--- config.mk ---
export PLATFORM = sky130hd
export DESIGN_NAME = pattern_sequencer
export DESIGN_NICKNAME = d
export VERILOG_FILES = /design/src/rtl/pattern_sequencer.sv
export SDC_FILE = /design/constraint.sdc
export NUM_CORES = 1
export LEC_CHECK = 0
export ABC_AREA = 1
export ABC_CLOCK_PERIOD_IN_PS = 2000
export BUFFER_PORTS_ARGS = -buffer_cell sky130_fd_sc_hd__buf_2
export CAP_MARGIN = 30
export CORE_ASPECT_RATIO = 1.4
export CORE_MARGIN = 1.5
export CORE_UTILIZATION = 35
export CTS_CLUSTER_SIZE = 28
export DETAILED_ROUTE_END_ITERATION = 16
export PLACE_DENSITY = 0.57
export RECOVER_POWER = 100
export SKIP_CTS_REPAIR_TIMING = 1
export SYNTH_ARGS = -nofsm -noshare
export SYNTH_HDL_FRONTEND = slang
export SYNTH_SLANG_ARGS = --single-unit
export TNS_END_PERCENT = 50
--- constraint.sdc ---
create_clock -name CLOCK50M -period 2 [get_ports CLOCK50M]
set_input_delay 0.2 -clock CLOCK50M [delete_from_list [all_inputs] [get_ports CLOCK50M]]
set_output_delay 0.2 -clock CLOCK50M [all_outputs]
set_load 0.01 [all_outputs]
--- src/rtl/pattern_sequencer.sv ---
// Beat sequencer for the rhythm game: divides CLOCK50M into beats and emits an
// LFSR-derived one-hot lane pattern per beat, then one trailing rest beat.
module pattern_sequencer #(
  parameter int unsigned TICK_DIV   = 12500000,
  parameter int unsigned NOTE_COUNT = 64,
  parameter logic [15:0] LFSR_SEED  = 16'hACE1
) (
  input  logic       CLOCK50M,
  input  logic       reset_n,
  input  logic       start,
  input  logic       pause,
  output logic       game_tick,
  output logic [7:0] pattern,
  output logic [7:0] notes_left,
  output logic       playing,
  output logic       done
);

  // state   | meaning
  // IDLE    | after reset, waiting for start
  // PLAYING | issuing note beats, LFSR advances per beat
  // FLUSH   | one extra rest beat so the scorer can decay
  // DONE    | song complete, waiting for start to replay
  typedef enum logic [1:0] {IDLE, PLAYING, FLUSH, DONE} state_t;

  localparam logic [23:0] CNT_LAST   = 24'(TICK_DIV - 1);
  localparam logic [7:0]  NOTES_INIT = 8'(NOTE_COUNT);
  localparam logic [15:0] LFSR_MASK  = 16'hB400;

  state_t      state_q, state_d;
  logic [23:0] cnt_q, cnt_d;
  logic [15:0] lfsr_q, lfsr_d;
  logic        tick_q, tick_d;
  logic [7:0]  pattern_q, pattern_d;
  logic [7:0]  notes_q, notes_d;

  logic [15:0] lfsr_next;
  logic        active;
  logic        beat_edge;

  always_comb begin
    lfsr_next = lfsr_q[0] ? ((lfsr_q >> 1) ^ LFSR_MASK) : (lfsr_q >> 1);
    active    = (state_q == PLAYING) || (state_q == FLUSH);
    beat_edge = active && !pause && (cnt_q == CNT_LAST);
  end

  always_comb begin
    state_d   = state_q;
    cnt_d     = cnt_q;
    lfsr_d    = lfsr_q;
    tick_d    = 1'b0;
    pattern_d = pattern_q;
    notes_d   = notes_q;

    if (active && !pause) begin
      cnt_d = beat_edge ? 24'd0 : cnt_q + 24'd1;
    end

    unique case (state_q)
      IDLE, DONE: begin
        if (state_q == DONE) pattern_d = 8'h00;
        if (start) begin
          state_d   = PLAYING;
          cnt_d     = 24'd0;
          notes_d   = NOTES_INIT;
          lfsr_d    = LFSR_SEED;
          pattern_d = 8'h00;
        end
      end
      PLAYING: begin
        if (beat_edge) begin
          tick_d    = 1'b1;
          lfsr_d    = lfsr_next;
          pattern_d = (lfsr_next[15:14] == 2'b00) ? 8'h00 : (8'h01 << lfsr_next[2:0]);
          notes_d   = (notes_q != 8'd0) ? notes_q - 8'd1 : 8'd0;
          if (notes_q <= 8'd1) state_d = FLUSH;
        end
      end
      FLUSH: begin
        // Final rest beat; LFSR intentionally left untouched.
        if (beat_edge) begin
          tick_d    = 1'b1;
          pattern_d = 8'h00;
          state_d   = DONE;
        end
      end
      default: state_d = IDLE;
    endcase
  end

  always_ff @(posedge CLOCK50M or negedge reset_n) begin
    if (!reset_n) begin
      state_q   <= IDLE;
      cnt_q     <= 24'd0;
      lfsr_q    <= LFSR_SEED;
      tick_q    <= 1'b0;
      pattern_q <= 8'h00;
      notes_q   <= 8'd0;
    end else begin
      state_q   <= state_d;
      cnt_q     <= cnt_d;
      lfsr_q    <= lfsr_d;
      tick_q    <= tick_d;
      pattern_q <= pattern_d;
      notes_q   <= notes_d;
    end
  end

  assign game_tick  = tick_q;
  assign pattern    = pattern_q;
  assign notes_left = notes_q;
  assign playing    = (state_q == PLAYING) || (state_q == FLUSH);
  assign done       = (state_q == DONE);

endmodule

### Yosys cells after proc, flatten, opt, wreduce, memory -nomap -nowiden

Index checks and enable logic that the tools add are counted.

* output and inout port bits: 19
* input bits: 4
* flip-flop bits (word level): 59

* reduce and logical (&&, ||, !) cells: 13
* shift operators: 1
* equality and inequality tests: 9
* multiplexer cells: 25
* magnitude comparators: 1
* $add $sub $neg: 2
* bitwise gates (word level): 1

Operators with widths (number)
* $mux W24: 4
* $mux W8: 8
* $mux W16: 3
* $pmux W16 S2: 1
* $add A24 B1 Y24 const B: 1
* $eq A24 B24 Y1 const B: 1
* $pmux W8 S3: 1
* $pmux W8 S2: 1
* $le A8 B1 Y1 const B: 1
* $mux W2: 4
* $ne A2 B2 Y1 const B: 4
* $reduce_bool A8 Y1: 1
* $shl A1 B3 Y8 const A: 1
* $sub A8 B1 Y8 const B: 1
* $pmux W2 S3: 1
* $reduce_and A3 Y1: 2
* $eq A2 B2 Y1 const B: 2
* $logic_not A2 Y1: 2
* $not A3 Y4: 1
* $reduce_and A4 Y1: 1
* $reduce_or A2 Y1: 2
* $ne A3 B3 Y1 const B: 1
* $eq A2 B1 Y1 const B: 1
* $logic_and A1 B1 Y1: 2
* other kinds (4): 5

### Depth between registers and ports, before layout

Gate-level depths: netlist of run 1.

* depth after elaboration: 8
* mapped depth: 13

### Worst setup path after synthesis of run 1

No wires, ideal clock.

* path kind: flip-flop to flip-flop
* start point: reg state_q[0]
* end point: reg notes_q[2] (netlist: notes_left[2])
* buffers on the path: 1
* slack: 0.171 ns
* stages on the path, launching flop included: 14
* data required time: 1.882 ns
* data arrival time: 1.711 ns
* cell sequence: dfrtp_1 -> inv_1 -> ha_1 -> inv_2 -> nand2_4 -> nor2_1 -> nand2_1 -> nor2_2 -> nand2_2 -> nand2_4 -> nand3_4 -> buf_6 -> nand2_1 -> nand2_1

* word-level cells in the longest chain between the ends: 6
* elaborated cells between the ends (all ways): 13

RTL lines
* start: declaration: line 30 `state_t state_q, state_d;`
* start signal: assignment: line 100 `state_q <= state_d;`
* $eq A2 B1 Y1 or $eq A2 B2 Y1 (tied branches)
* $logic_or A1 B1 Y1 *
* named net playing: line 15 `output logic playing,`
* $logic_and A1 B1 Y1 * (2 in a row): line 44 `beat_edge = active && !pause && (cnt_q == CNT_LAST);`
* $ne A2 B2 Y1 (no source line) *
* $reduce_and A3 Y1 (no source line) *
* end signal: assignment: line 105 `notes_q <= notes_d;`
* end: declaration: line 35 `logic [7:0] notes_q, notes_d;`

Mark *: on every way through the listed nets, which the timed path passes. The rest lies on a longest branch.
A chain may end at the register's enable or synchronous reset.

### Worst setup path in the final report of run 1

* start point: reg state_q[1]
* end point: reg cnt_q[18]

* word-level cells in the longest chain between the ends: 8
* elaborated cells between the ends (all ways): 12

RTL lines
* $eq A2 B1 Y1 or $eq A2 B2 Y1 (tied branches): line 43 `active = (state_q == PLAYING) || (state_q == FLUSH);`
* $logic_or A1 B1 Y1: line 43
* $logic_and A1 B1 Y1: line 44, 55
* $logic_and A1 B1 Y1: line 44
* $mux W24: line 56 `cnt_d = beat_edge ? 24'd0 : cnt_q + 24'd1;`
* $mux W24: line 55 `if (active && !pause) begin`
* $mux W24: line 62 `if (start) begin`
* $mux W24 *: line 59 `unique case (state_q)`
* named net cnt_d[18]: line 31 `logic [23:0] cnt_q, cnt_d;`
* end signal: assignment: line 101 `cnt_q <= cnt_d;`
* end: declaration: line 31

Marks and branches as above.

==> results of run 1 <==
cells by family (layout without fill, tap and decap cells):
kind of cell	after synthesis	in the layout	synth area share, %
AOI/OAI and AO/OA	22	22	3.49
adders and majority gates	8	8	2.91
buffers and inverters	65	102	7.97
and+or+nand+nor	319	320	41.1
xor gates and xnor gates	5	5	1.27
DFF	59	59	43.2
through the flow:
stage	instance area (sq um)	power [W]
after CTS	4050	0.00573
after global placement	3730	0.00401
after detailed placement	3730	0.00406
after floorplan	3440	0.00344
after global routing	4060	0.00623
final	4060	0.00577
power by group through the flow:
stage / clock network [W] / logic (W) / registers [W]
floorplan: 0 / 0.00179 / 0.00165
global route: 0.00173 / 0.00282 / 0.00168
CTS: 0.00169 / 0.00241 / 0.00164
global placement: 0 / 0.00236 / 0.00165
finish: 0.00164 / 0.00248 / 0.00164
detailed placement: 0 / 0.00240 / 0.00166
worst min-delay path: cells and delay by family:
family | cells | cell delay (ns)
and+or+nand+nor | 3 | 0.24
buffers and inverters | 1 | 0.11
cell type report:
class	count	share of cell area [%]
Sequential cell	59	36.6
Clock buffer	11	5.98
Timing Repair Buffer	34	4.47
Inverter	52	4.81
Tap cell	132	4.07
Multi-Input combinational cell	355	42.1
Clock inverter	5	1.91
layout by cell type (no fill, tap or decap), types with 4 or more instances in the layout:
master                      instances
sky130_fd_sc_hd__clkbuf_1          19
sky130_fd_sc_hd__o21ai_0            6
sky130_fd_sc_hd__inv_1             45
sky130_fd_sc_hd__or2_2              5
sky130_fd_sc_hd__clkbuf_16          9
sky130_fd_sc_hd__a21oi_1           12
sky130_fd_sc_hd__nand4_1           29
sky130_fd_sc_hd__dfrtp_1           51
sky130_fd_sc_hd__buf_4              9
sky130_fd_sc_hd__nor2_2             5
sky130_fd_sc_hd__nor3_1            12
sky130_fd_sc_hd__inv_2              6
sky130_fd_sc_hd__nand3_1           31
sky130_fd_sc_hd__ha_1               8
sky130_fd_sc_hd__nand2_1          151
sky130_fd_sc_hd__nor2_1            71
sky130_fd_sc_hd__buf_2              4
sky130_fd_sc_hd__dfstp_2            8
flip-flops by register name, summed over array words and instances, names as in the netlist:
register    cells
state_q         2
game_tick       1
lfsr_q         16
pattern         8
cnt_q          24
notes_left      8
worst paths after layout:
check | cells past startpoint | slack [ns] | startpoint | end
min in group asynchronous | 3 | 0.83 | reset_n | cnt_q[12]
min | 4 | 0.27 | start | cnt_q[0]
max in group asynchronous | 3 | 0.27 | reset_n | pattern[0]
max | 10 | 0.13 | state_q[1] | cnt_q[18]
max reg2reg | 10 | 0.13 | state_q[1] | cnt_q[18]
min reg2reg | 2 | 0.46 | lfsr_q[10] | lfsr_q[10]
layer usage:
layer  GRT usage [%]  vias to the layer above  part of all wire, %
li1                -                     1598                    -
met2            28.6                       47                   50
met4            6.75                        0                  2.3
met1            20.6                     1451                   44
met5               0                        -                    0
met3            4.30                       16                  3.1
==> impl_results.html, run 1 <==
<table>
<tr><th>Metric</th><th>Value</th></tr>
<tr><th colspan="2">Clocking</th></tr>
<tr><td>Total CTS buffers</td><td>9</td></tr>
<tr><td>Clock sink count</td><td>59</td></tr>
<tr><td>Number of buffers on the longest clock path</td><td>2</td></tr>
<tr><td>CTS H-Tree Depth</td><td>3</td></tr>
<tr><td>Buffer cell driving the clock tree root</td><td>sky130_fd_sc_hd__clkbuf_16</td></tr>
<tr><td>Insertion delay to the later sink of the worst-skew pair</td><td>0.33 ns</td></tr>
<tr><td>Clock slew at reported path FFs</td><td>0.05 ns</td></tr>
<tr><td>TritonCTS clock tree</td><td>yes</td></tr>
<tr><th colspan="2">Placed design</th></tr>
<tr><td>Final estimated routing congestion in global placement</td><td>0.845</td></tr>
<tr><td>DP Worst Slack</td><td>0.117 ns</td></tr>
<tr><td>Number of buffers inserted by port buffering</td><td>22</td></tr>
<tr><td>Post-placement cell count</td><td>630</td></tr>
<tr><td>Final HPWL from detailed placement</td><td>5.58 mm</td></tr>
<tr><th colspan="2">Yosys</th></tr>
<tr><td>Gate count after technology mapping</td><td>478</td></tr>
<tr><td>Synthesis Warnings</td><td>0</td></tr>
<tr><td>Top-area cell type share of the netlist area</td><td>37.1%</td></tr>
<tr><td>Syn_nets</td><td>490</td></tr>
<tr><td>Netlist area before placement</td><td>3440 sq um</td></tr>
<tr><td>Post-synthesis sequential area ratio</td><td>43.2%</td></tr>
<tr><td>Commonest cells post-synth</td><td>sky130_fd_sc_hd__nand2_1 (151), sky130_fd_sc_hd__nor2_1 (72), sky130_fd_sc_hd__dfrtp_1 (51)</td></tr>
<tr><td>FFs w/ async S/R, synth</td><td>100%</td></tr>
<tr><td>Number of enable flip-flop cells after synthesis</td><td>0</td></tr>
<tr><td>Synth area leader</td><td>sky130_fd_sc_hd__dfrtp_1</td></tr>
<tr><td>Number of synthesized register bits</td><td>59</td></tr>
<tr><td>Most instantiated flip-flop cell in the synthesis netlist</td><td>sky130_fd_sc_hd__dfrtp_1</td></tr>
<tr><td>Unique cell type count in the Yosys netlist</td><td>34</td></tr>
<tr><td>Average size of a mapped cell</td><td>7.19 sq um</td></tr>
<tr><td>Cells taking the most area after synthesis</td><td>sky130_fd_sc_hd__dfrtp_1 (37%), sky130_fd_sc_hd__nand2_1 (16%), sky130_fd_sc_hd__nor2_1 (7.9%)</td></tr>
<tr><td>Library cell with the highest instance count after synthesis</td><td>sky130_fd_sc_hd__nand2_1</td></tr>
<tr><th colspan="2">Drt</th></tr>
<tr><td>Number of remaining DRC errors</td><td>0</td></tr>
<tr><td>Total iterations of the first detailed-routing run</td><td>4</td></tr>
<tr><td>Final WL</td><td>8.11 mm</td></tr>
<tr><td>Number of DRC markers after the initial detailed-route iteration</td><td>177</td></tr>
<tr><td>Number of nets still failing antenna checks after routing</td><td>0</td></tr>
<tr><td>Routed length per placed instance</td><td>12.5 um</td></tr>
<tr><td>Vias per cell</td><td>4.80</td></tr>
<tr><td>Via count</td><td>3,112</td></tr>
<tr><th colspan="2">Global route</th></tr>
<tr><td>Largest net degree at the start of global routing</td><td>60</td></tr>
<tr><td>Initial antenna violation count</td><td>0</td></tr>
<tr><td>Total gr overflow</td><td>0</td></tr>
<tr><td>All-layer global routing usage</td><td>17.0%</td></tr>
<tr><td>Number of global-route vias before repair</td><td>2,989</td></tr>
<tr><td>Global-route wire length before repair</td><td>14.0 mm</td></tr>
<tr><th colspan="2">Timing</th></tr>
<tr><td>Setup repair after global routing missed its margin</td><td>yes</td></tr>
<tr><td>Pins over their slew limit</td><td>0</td></tr>
<tr><td>Period minus WS final</td><td>1.87 ns</td></tr>
<tr><td>Largest clock skew in the final design</td><td>0.00478 ns</td></tr>
<tr><td>Setup slack of the critical path after layout</td><td>0.134 ns</td></tr>
<tr><td>Maximum achievable frequency</td><td>536 MHz</td></tr>
<tr><td>Slew HR</td><td>2.28%</td></tr>
<tr><td>Final hold viol count</td><td>0</td></tr>
<tr><td>Setup_tns</td><td>0 ns</td></tr>
<tr><td>Fraction of the cycle the final worst path needs</td><td>93.3%</td></tr>
<tr><td>Slew at the pin with the worst max-slew slack</td><td>1.47 ns</td></tr>
<tr><td>Final setup violation count</td><td>0</td></tr>
<tr><td>Worst hold slack after final layout</td><td>0.268 ns</td></tr>
<tr><th colspan="2">Worst setup path</th></tr>
<tr><td>Largest delay share family, worst path</td><td>simple AND/OR/NAND/NOR gates</td></tr>
<tr><td>Crit Path Max Fanout</td><td>10</td></tr>
<tr><td>Cell repeated most along the worst path</td><td>sky130_fd_sc_hd__nand2_1</td></tr>
<tr><td>Category of the most critical setup path</td><td>reg -&gt; reg</td></tr>
<tr><td>Cells along the critical path</td><td>ha_1, inv_2, nand2_4, nor2_2, nand2_1, nor2_1, nand3_1, nand2_1, nand2_1, nor2_1</td></tr>
<tr><td>Arrival time of the worst setup path</td><td>2.12 ns</td></tr>
<tr><td>CP max-delay cell</td><td>sky130_fd_sc_hd__dfrtp_1</td></tr>
<tr><td>CP bufs+invs</td><td>1</td></tr>
<tr><td>Data required, critical path</td><td>2.26 ns</td></tr>
<tr><td>Kind of start point of the critical path</td><td>register</td></tr>
<tr><td>Crit path capture type</td><td>register</td></tr>
<tr><td>Biggest cell delay along the critical path</td><td>0.40 ns</td></tr>
<tr><th colspan="2">Pwr</th></tr>
<tr><td>Sequential share of power</td><td>28.5%</td></tr>
<tr><td>Fraction of power consumed by combinational cells</td><td>43.1%</td></tr>
<tr><td>Switching power share of the total</td><td>40.8%</td></tr>
<tr><td>Leak</td><td>1.95 nW</td></tr>
<tr><td>Part of the power in the clock network</td><td>28.4%</td></tr>
<tr><td>PwrDens</td><td>1420 nW/um^2</td></tr>
<tr><td>Switching pwr</td><td>0.00235 W</td></tr>
<tr><td>Worst-case vdd ir drop</td><td>0.926 mV</td></tr>
<tr><td>Internal</td><td>0.00341 W</td></tr>
<tr><th colspan="2">Floorplanning</th></tr>
<tr><td># rows</td><td>42</td></tr>
<tr><td>Boundary Pins</td><td>23</td></tr>
<tr><td>Die height</td><td>120 um</td></tr>
<tr><td>Core footprint</td><td>9510 sq um</td></tr>
<tr><td>Die area</td><td>10,400 sq um</td></tr>
<tr><td>Starting Density</td><td>36.1%</td></tr>
<tr><td>Die Span X</td><td>86.8 um</td></tr>
<tr><th colspan="2">Final layout</th></tr>
<tr><td>Area added between synthesis and finish</td><td>18.0%</td></tr>
<tr><td>Final standard cell count with taps included and fillers excluded</td><td>648</td></tr>
<tr><td>Diodes inserted</td><td>0</td></tr>
<tr><td>Area of the multi-input gates</td><td>1710 sq um</td></tr>
<tr><td>Layout net count</td><td>523</td></tr>
<tr><td>Final core utilization</td><td>42.7%</td></tr>
<tr><td>Area of all sequential standard cells</td><td>1490 sq um</td></tr>
<tr><td>Fillers</td><td>982</td></tr>
<tr><td>Fraction of layout cells with a size suffix above 1</td><td>12.2%</td></tr>
<tr><th colspan="2">Hold path</th></tr>
<tr><td>Path class of the lowest-slack min-delay path</td><td>in -&gt; reg</td></tr>
<tr><th colspan="2">Outcome</th></tr>
<tr><td>Run status</td><td>finished, final reports clean</td></tr>
<tr><th colspan="2">Job</th></tr>
<tr><td>Count of max-cap constraint violations</td><td>0</td></tr>
</table>
No activity file was read; power rests on OpenSTA's default activity.
==> run 2, diff against run 1 <==
--- a/config.mk
+++ b/config.mk
@@ -14,6 +14,7 @@
 export CORE_UTILIZATION = 35
 export CTS_CLUSTER_SIZE = 28
 export DETAILED_ROUTE_END_ITERATION = 16
+export GPL_TIMING_DRIVEN = 0
 export PLACE_DENSITY = 0.57
 export RECOVER_POWER = 100
 export SKIP_CTS_REPAIR_TIMING = 1
==> constraint.sdc (replaced) <==
create_clock -name CLOCK50M -period 2 [get_ports CLOCK50M]
set_input_delay 0.1 -clock CLOCK50M [delete_from_list [all_inputs] [get_ports CLOCK50M]]
set_output_delay 0.1 -clock CLOCK50M [all_outputs]
set_load 0.01 [all_outputs]
==> run 2 against run 1 <==
  * Utilization increased by 1.7 points
  * Critical path depth grew 2
  * Final cell count grew 2.2%
  * Routed wire length rose by 2.9%
  * Via count increased by 1.9%
  * Clock-buffer cell count up 3
  * Clock skew is 0.0045 ns higher
  * Global-route usage up 0.19 points
  * Critical path type unchanged
  * Largest power group unchanged
==> impl_results.html, run 2 (synthesis gave the netlist of run 1 again) <==
<table>
<tr><th>Metric</th><th>Value</th></tr>
<tr><th colspan="2">Floorplanning</th></tr>
<tr><td>Starting Density</td><td>36.1%</td></tr>
<tr><td>Die height</td><td>120 um</td></tr>
<tr><td>Die Span X</td><td>86.8 um</td></tr>
<tr><td>Boundary Pins</td><td>23</td></tr>
<tr><td># rows</td><td>42</td></tr>
<tr><td>Core footprint</td><td>9510 sq um</td></tr>
<tr><td>Die area</td><td>10,400 sq um</td></tr>
<tr><th colspan="2">Worst setup path</th></tr>
<tr><td>Arrival time of the worst setup path</td><td>2.13 ns</td></tr>
<tr><td>Category of the most critical setup path</td><td>reg -&gt; reg</td></tr>
<tr><td>Crit path capture type</td><td>register</td></tr>
<tr><td>Cells along the critical path</td><td>ha_4, inv_6, nand2_8, nor2_2, nand2_1, nor2_2, nand2_2, nand2_4, nand3_4, buf_8, nand2_2, nand2_1</td></tr>
<tr><td>Crit Path Max Fanout</td><td>8</td></tr>
<tr><td>Kind of start point of the critical path</td><td>register</td></tr>
<tr><td>Biggest cell delay along the critical path</td><td>0.44 ns</td></tr>
<tr><td>Data required, critical path</td><td>2.22 ns</td></tr>
<tr><td>CP max-delay cell</td><td>sky130_fd_sc_hd__dfrtp_2</td></tr>
<tr><th colspan="2">Job</th></tr>
<tr><td>Count of max-cap constraint violations</td><td>0</td></tr>
<tr><th colspan="2">Drt</th></tr>
<tr><td>Number of remaining DRC errors</td><td>0</td></tr>
<tr><td>Routed length per placed instance</td><td>12.6 um</td></tr>
<tr><td>Number of nets still failing antenna checks after routing</td><td>0</td></tr>
<tr><td>Via count</td><td>3,172</td></tr>
<tr><td>Final WL</td><td>8.34 mm</td></tr>
<tr><td>Total iterations of the first detailed-routing run</td><td>4</td></tr>
<tr><td>Vias per cell</td><td>4.79</td></tr>
<tr><td>Number of DRC markers after the initial detailed-route iteration</td><td>186</td></tr>
<tr><th colspan="2">Placed design</th></tr>
<tr><td>Final estimated routing congestion in global placement</td><td>0.855</td></tr>
<tr><td>DP Worst Slack</td><td>-0.0910 ns</td></tr>
<tr><td>Final HPWL from detailed placement</td><td>6.02 mm</td></tr>
<tr><td>Number of buffers inserted by port buffering</td><td>22</td></tr>
<tr><td>Post-placement cell count</td><td>633</td></tr>
<tr><td>Area of placed instances</td><td>3730 sq um</td></tr>
<tr><th colspan="2">Timing</th></tr>
<tr><td>Setup slack of the critical path after layout</td><td>0.0833 ns</td></tr>
<tr><td>Slew at the pin with the worst max-slew slack</td><td>0.761 ns</td></tr>
<tr><td>Setup repair after global routing missed its margin</td><td>yes</td></tr>
<tr><td>Largest clock skew in the final design</td><td>0.00926 ns</td></tr>
<tr><td>Worst hold slack after final layout</td><td>0.167 ns</td></tr>
<tr><td>Fraction of the cycle the final worst path needs</td><td>95.8%</td></tr>
<tr><td>Pins over their slew limit</td><td>0</td></tr>
<tr><td>Maximum achievable frequency</td><td>522 MHz</td></tr>
<tr><td>Final setup violation count</td><td>0</td></tr>
<tr><td>Period minus WS final</td><td>1.92 ns</td></tr>
<tr><td>Final hold viol count</td><td>0</td></tr>
<tr><td>Slew HR</td><td>49.3%</td></tr>
<tr><th colspan="2">Global route</th></tr>
<tr><td>Number of global-route vias before repair</td><td>3,057</td></tr>
<tr><td>Largest net degree at the start of global routing</td><td>31</td></tr>
<tr><td>Global-route wire length before repair</td><td>14.0 mm</td></tr>
<tr><td>Total gr overflow</td><td>0</td></tr>
<tr><td>All-layer global routing usage</td><td>17.2%</td></tr>
<tr><td>Initial antenna violation count</td><td>0</td></tr>
<tr><th colspan="2">Pwr</th></tr>
<tr><td>PwrDens</td><td>1460 nW/um^2</td></tr>
<tr><td>Worst-case vdd ir drop</td><td>1.24 mV</td></tr>
<tr><td>Leak</td><td>1.99 nW</td></tr>
<tr><th colspan="2">Final layout</th></tr>
<tr><td>Final design area excluding fillers</td><td>4220 sq um</td></tr>
<tr><td>Fraction of layout cells with a size suffix above 1</td><td>18.1%</td></tr>
<tr><td>Flip-flop count of the largest register, all copies and words added</td><td>24</td></tr>
<tr><td>Layout net count</td><td>537</td></tr>
<tr><td>Final standard cell count with taps included and fillers excluded</td><td>662</td></tr>
<tr><td>Final core utilization</td><td>44.4%</td></tr>
<tr><td>Largest registers ranked by flip-flop count</td><td>cnt_q: 24 flops, lfsr_q: 16 flops</td></tr>
<tr><td>Commonest non-fill, non-tap cells in the layout</td><td>sky130_fd_sc_hd__nand2_1 (136), sky130_fd_sc_hd__nor2_1 (69), sky130_fd_sc_hd__dfrtp_1 (49), sky130_fd_sc_hd__inv_1 (42), sky130_fd_sc_hd__nand3_1 (31)</td></tr>
<tr><td>Diodes inserted</td><td>0</td></tr>
<tr><td>Top register by number of flip-flops</td><td>cnt_q</td></tr>
<tr><td>Area added between synthesis and finish</td><td>22.7%</td></tr>
<tr><td>Most common cell after layout, fill and taps aside</td><td>sky130_fd_sc_hd__nand2_1</td></tr>
<tr><th colspan="2">Outcome</th></tr>
<tr><td>Run status</td><td>finished, final reports clean</td></tr>
<tr><th colspan="2">Clocking</th></tr>
<tr><td>Buffer cell driving the clock tree root</td><td>sky130_fd_sc_hd__clkbuf_16</td></tr>
<tr><td>Number of buffers on the longest clock path</td><td>2</td></tr>
<tr><td>Insertion delay to the later sink of the worst-skew pair</td><td>0.33 ns</td></tr>
<tr><td>CTS H-Tree Depth</td><td>3</td></tr>
<tr><td>TritonCTS clock tree</td><td>yes</td></tr>
<tr><td>Clock slew at reported path FFs</td><td>0.05 ns</td></tr>
<tr><td>Clock sink count</td><td>59</td></tr>
<tr><td>Total CTS buffers</td><td>9</td></tr>
<tr><th colspan="2">Hold path</th></tr>
<tr><td>Path class of the lowest-slack min-delay path</td><td>in -&gt; reg</td></tr>
</table>
## run 2: cell types whose count changed in the layout (fill, tap and decap cells not counted), sizes merged
cell	change
inv	-2
nand3	-1
bufinv	-1
clkbuf	+9
clkinvlp	+2
clkinv	-2
buf	+9
## run 2: worst max-delay path, delay by kind of cell (launching register included)
| kind | cells | cell delay [ns] |
|---|---|---|
| flops | 1 | 0.44 |
| buf+inv | 2 | 0.25 |
| simple gates | 9 | 0.83 |
| fa+ha+maj | 1 | 0.27 |
## run 2: path summary, 6_finish.rpt
path / from / end / slack, ns / depth (start not counted)
setup / recovery: state_q[1] / notes_left[2] / 0.08 / 12
setup reg to reg: state_q[1] / notes_left[2] / 0.08 / 12
min in group asynchronous: reset_n / cnt_q[12] / 0.36 / 2
hold reg to reg: lfsr_q[7] / lfsr_q[7] / 0.46 / 2
hold / removal: start / cnt_q[0] / 0.17 / 4
max in group asynchronous: reset_n / cnt_q[1] / 0.42 / 3
## run 2: layout make-up
cell class / count / area, sq um
Inverter: 52 / 211
Timing Repair Buffer: 36 / 208
Buffer: 13 / 87.6
Clock buffer: 14 / 264
Multi-Input combinational cell: 354 / 1760
Clock inverter: 2 / 35.0
Tap cell: 132 / 165
Fill cell: 972 / 5290
Sequential cell: 59 / 1490
## run 2: where the power goes
| part | total (W) | switching [W] | internal [W] |
|---|---|---|---|
| Sequential | 0.00166 | 0.000185 | 0.00147 |
| Clock | 0.00155 | 0.000521 | 0.00103 |
| Combinational | 0.00296 | 0.00181 | 0.00115 |
| Total | 0.00618 | 0.00252 | 0.00366 |
## run 2: through the flow
step,setup TNS (ns),power [W]
2_1_floorplan,0,0.00344
3_3_place_gp,-0.767,0.00405
3_5_place_dp,-1.85,0.00410
4_1_cts,-2.64,0.00567
5_1_grt,-0.268,0.00662
6_report,0,0.00618
## run 2: metal layers
layer	vias up	part of all wire [%]	track usage [%]
met5	-	0	0
met4	0	2.1	8.57
met3	15	3.6	3.41
met2	46	51	29.3
met1	1490	43	20.4
li1	1621	-	-
